**config.mk**
```make
export PLATFORM = sky130hd
export DESIGN_NAME = decoder_scan
export DESIGN_NICKNAME = d
export VERILOG_FILES = /design/src/rtl/decoder_scan.sv
export SDC_FILE = /design/constraint.sdc
export NUM_CORES = 1
export LEC_CHECK = 0
export ABC_CLOCK_PERIOD_IN_PS = 2600
export CORE_ASPECT_RATIO = 0.9
export CORE_MARGIN = 3
export CORE_UTILIZATION = 49
export DETAILED_ROUTE_END_ITERATION = 8
export PLACE_DENSITY = 0.82
export SLEW_MARGIN = 20
export SYNTH_ARGS = -nofsm -noshare
export SYNTH_HDL_FRONTEND = slang
export SYNTH_SLANG_ARGS = --single-unit
```
**constraint.sdc**
```tcl
create_clock -name clk -period 2.6 [get_ports clk]
set_input_delay 0.26 -clock clk [delete_from_list [all_inputs] [get_ports clk]]
set_output_delay 0.26 -clock clk [all_outputs]
set_load 0.02 [all_outputs]
```
**src/rtl/decoder_scan.sv**
```systemverilog
// decoder_scan: registered N_SEL-to-2^N_SEL one-hot decoder with a built-in
// scan engine (direct, walk up, walk down, bounce) paced by a prescaler.
// Ports:
//   clk   - system clock, all state updates on the rising edge
//   rst   - synchronous, active-high reset
//   en    - enable; 0 blanks y, freezes idx/dir, clears the prescaler
//   mode  - 00 direct, 01 scan up, 10 scan down, 11 bounce
//   sel   - direct select / scan load value
//   load  - scan modes only: idx <= sel this cycle
//   y     - registered one-hot output, polarity set by ACTIVE_LOW
//   idx   - registered current index
//   step  - registered one-cycle pulse when the scan advanced idx
module decoder_scan #(
  parameter int unsigned N_SEL      = 4,
  parameter int unsigned ACTIVE_LOW = 1,
  parameter int unsigned SCAN_DIV   = 25
) (
  input  logic                  clk,
  input  logic                  rst,
  input  logic                  en,
  input  logic [1:0]            mode,
  input  logic [N_SEL-1:0]      sel,
  input  logic                  load,
  output logic [(2**N_SEL)-1:0] y,
  output logic [N_SEL-1:0]      idx,
  output logic                  step
);

  localparam int unsigned OUT_W = 2 ** N_SEL;
  localparam int unsigned DIV_W = (SCAN_DIV > 1) ? $clog2(SCAN_DIV) : 1;

  localparam logic [N_SEL-1:0] IDX_MAX  = N_SEL'(OUT_W - 1);
  localparam logic [N_SEL-1:0] IDX_MIN  = '0;
  localparam logic [DIV_W-1:0] DIV_LAST = DIV_W'(SCAN_DIV - 1);
  localparam logic [OUT_W-1:0] Y_IDLE   = {OUT_W{1'(ACTIVE_LOW != 0)}};

  localparam logic [1:0] MODE_DIRECT = 2'b00;
  localparam logic [1:0] MODE_UP     = 2'b01;
  localparam logic [1:0] MODE_DOWN   = 2'b10;
  localparam logic [1:0] MODE_BOUNCE = 2'b11;

  // Bounce direction is the only state beyond the index itself.
  typedef enum logic {
    DIR_UP   = 1'b0,
    DIR_DOWN = 1'b1
  } dir_t;

  dir_t             dir_q, dir_nxt;
  logic [DIV_W-1:0] div_cnt, div_nxt;
  logic [N_SEL-1:0] idx_nxt;
  logic             step_nxt;
  logic [OUT_W-1:0] y_nxt;
  logic [OUT_W-1:0] hot;
  logic             tick;

  assign tick = (div_cnt == DIV_LAST);

  // State register.
  always_ff @(posedge clk) begin
    if (rst) begin
      idx     <= '0;
      dir_q   <= DIR_UP;
      div_cnt <= '0;
      step    <= 1'b0;
      y       <= Y_IDLE;
    end else begin
      idx     <= idx_nxt;
      dir_q   <= dir_nxt;
      div_cnt <= div_nxt;
      step    <= step_nxt;
      y       <= y_nxt;
    end
  end

  // Next-state: enable gating, direct decode, load, prescaled scan step.
  always_comb begin
    idx_nxt  = idx;
    dir_nxt  = dir_q;
    div_nxt  = '0;
    step_nxt = 1'b0;
    hot      = '0;
    y_nxt    = Y_IDLE;

    if (!en) begin
      // Hold index and direction; prescaler restarts when enabled again.
    end else if (mode == MODE_DIRECT) begin
      idx_nxt = sel;
    end else if (load) begin
      // Load beats tick and restarts the prescaler.
      idx_nxt = sel;
      if (mode == MODE_BOUNCE) begin
        if (sel == IDX_MAX) begin
          dir_nxt = DIR_DOWN;
        end else if (sel == IDX_MIN) begin
          dir_nxt = DIR_UP;
        end
      end
    end else begin
      div_nxt = tick ? '0 : div_cnt + DIV_W'(1);
      if (tick) begin
        step_nxt = 1'b1;
        case (mode)
          MODE_UP:   idx_nxt = idx + N_SEL'(1);
          MODE_DOWN: idx_nxt = idx - N_SEL'(1);
          MODE_BOUNCE: begin
            // Turn around at the ends without repeating the endpoint.
            if (dir_q == DIR_UP) begin
              if (idx == IDX_MAX) begin
                dir_nxt = DIR_DOWN;
                idx_nxt = idx - N_SEL'(1);
              end else begin
                idx_nxt = idx + N_SEL'(1);
              end
            end else begin
              if (idx == IDX_MIN) begin
                dir_nxt = DIR_UP;
                idx_nxt = idx + N_SEL'(1);
              end else begin
                idx_nxt = idx - N_SEL'(1);
              end
            end
          end
          default: idx_nxt = idx;
        endcase
      end
    end

    // y tracks the new index on the same edge.
    if (en) begin
      hot   = OUT_W'(1) << idx_nxt;
      y_nxt = (ACTIVE_LOW != 0) ? ~hot : hot;
    end
  end

endmodule

```
==> impl_metrics.tcl <==
set metrics [dict create \
    status "finished clean" \
    synth_nets 167 \
    antenna_found_initial 0 \
    cts_tree "built" \
    min_path_cells 1 \
    async_flop_share 0 \
    yosys.area.top_type "dfxtp_1" \
    syn_avg_cell_area_um2 9.11 \
    fmax_ghz 0.418 \
    p_int_w 0.000551 \
    drcViolationCount 0 \
    mostFrequentLayoutCells "clkdlybuf4s50_1 (30), dfxtp_1 (27), nand2_1 (22), nor2_1 (19)" \
    drive_gt1_frac 0.135 \
    wl_per_cell_um 14.7 \
    comb_power_share 0.201 \
    grt_first_pass_wirelength_mm 5.43 \
    postSynthCellCount 152 \
    yosysSeqAreaShare 0.390 \
    min_period_over_period 0.921 \
    cap_violations 0 \
    ctsHtreeMaxLevel 1 \
    cts_buffer_depth 2 \
    cts_buffers 3 \
    met1_length_mm 1.41 \
    cts_resized 0 \
    layout_min_cycle_time_ns 2.39 \
    worst_slack_ns 0.206 \
    die-area_um2 3500 \
    rsz0062_at_grt "no" \
    path_clk_slew_ns 0.15 \
    slew-limit-headroom 0.682 \
    syn_area_um2 1390 \
    synth_area_leaders "dfxtp_1 (39%), nand2_1 (6.0%), nor2_1 (5.1%), ha_1 (4.5%), a21oi_1 (2.2%)" \
    io_pins 31 \
    nets 201 \
    drtPass1Iterations 4 \
    grtUsageTotal 0.202 \
    final_core_util 0.678 \
    ant_nets 0 \
    hp-class "flip-flop to flip-flop" \
    design.core.area_um2 2570 \
    finalSetupViolCount 0 \
    reg2reg_depth 8 \
    cts_setup_buffers 0 \
    p_sw_w 0.000221 \
    initial_core_util 0.538 \
    cp.arrival_ns 2.60 \
    yosys_warnings 0 \
    ys_seq_elements 27 \
    crit_path_max_fanout 8 \
    top_layer "met4" \
    tns_ns 0 \
    leakage_nw 0.655 \
    critPathKind "flip-flop to flip-flop" \
    port_buffers 30 \
    clock_latency_ns 0.33 \
    detailedPlacementHpwl_mm 2.50 \
    die_w_um 62.0 \
    area_growth_syn_to_layout_pct 25.9 \
    drv_slew 0 \
    timing.hold.ws_ns 0.512 \
    power.share.sequential 0.566 \
    wl_met2_mm 1.58 \
    fp.dieH_um 56.4 \
    synth_edf_count 0 \
    n_antenna_cell 0 \
    grt_pass1_vias 1206 \
    worst_setup_path_start_kind "flip-flop" \
    routed_via_density 5.70 \
    cp.required_ns 2.81 \
    drt_iter0_markers 61 \
    via_count 1271 \
    end_kind "flip-flop" \
    num_rows 17 \
    clkPwrFrac 0.233 \
    synth-main-ff-cell "dfxtp_1" \
    peakVddDrop_mv 0.502 \
    synth_top_area_share 0.390 \
    yosysUniqueCellTypes 53 \
    clock-sinks 27 \
    fin_worst_skew_ns 0.0169 \
    power.density_nw_per_um2 443 \
    hold_violations 0 \
    gp_congestion 0.942 \
    drt_wl_total_mm 3.27 \
    grt_max_degree 17 \
    cts_root_buf "clkbuf_4" \
    place_ws_ns 0.0827 \
    final_common_cell "clkdlybuf4s50_1" \
    overflow 0 \
    met3WireLength_um 203 \
    tightestPinTransition_ns 0.477 \
    swShare 0.286 \
    ctsHoldBuffers 0 \
]
power groups by stage:
stage | sequential (W) | clock [W] | combinational (W)
6_report | 0.000438 | 0.000180 | 0.000155
3_5_place_dp | 0.000446 | 0 | 0.000153
4_1_cts | 0.000437 | 0.000183 | 0.000154
2_1_floorplan | 0.000450 | 0 | 0.0000922
3_3_place_gp | 0.000445 | 0 | 0.000149
5_1_grt | 0.000439 | 0.000199 | 0.000168
worst max-delay path, cell delays in order, from the launching register on:
cell and delay (ns):
dfxtp_1 0.55, inv_1 0.12, ha_1 0.25, nand2b_4 0.11
a31oi_1 0.10, o2bb2ai_2 0.17, a2111o_1 0.49, a311oi_2 0.41
nand2_1 0.09
layout make-up:
type                            count  area, um^2
Fill cell                         219         830
Timing Repair Buffer               34         330
Sequential cell                    27         541
Tap cell                           38        47.5
Clock inverter                      1        7.51
Inverter                            6        22.5
Multi-Input combinational cell    114         773
Clock buffer                        3        22.5
kinds of logic after synthesis:
family                     share of synthesized area
xor gates and xnor gates                      0.0253
muxes                                        0.00723
adders and majority gates                     0.0452
and+or+nand+nor                                0.259
buffers and inverters                         0.0515
DFF                                            0.390
AOI/OAI and AO/OA                              0.221
synthesized netlist by cell type, drive strengths merged (2+ instances only):
library cell and number:
nor2b 4, nor3 2, nor2 20, nor4 2, a2111o 2, o21ai 8
a31oi 3, nand2 22, xor2 2, nand2b 2, buf 4, a221oi 2
nand4 3, xnor2 2, a21oi 6, inv 6, nand3 3, dfxtp 27
and3 2, and2 2, ha 5, a311oi 2
registers in the layout, indices dropped and copies added, names as in the netlist:
name,count
dir_q,1
step,1
div_cnt,5
idx,4
y,16
stage by stage:
| step | cell area [um^2] | instances | total power, W |
|---|---|---|---|
| after global routing | 1740 | 223 | 0.000806 |
| after floorplan | 1390 | 152 | 0.000542 |
| after detailed placement | 1710 | 219 | 0.000599 |
| final | 1740 | 223 | 0.000773 |
| after CTS | 1740 | 223 | 0.000774 |
| after global placement | 1710 | 219 | 0.000594 |
worst paths after layout:
check,from,endpoint,slack (ns)
hold reg to reg,div_cnt[0],div_cnt[0],0.51
setup / recovery,idx[0],y[3],0.21
hold / removal,div_cnt[0],div_cnt[0],0.51
setup reg to reg,idx[0],y[3],0.21
metal layers:
| metal | vias to the layer above | global-route usage |
|---|---|---|
| met1 | 602 | 0.272 |
| met5 | - | 0 |
| li1 | 607 | - |
| met2 | 50 | 0.308 |
| met4 | 0 | 0.0697 |
| met3 | 12 | 0.0506 |
No activity file was read; power rests on OpenSTA's default activity.
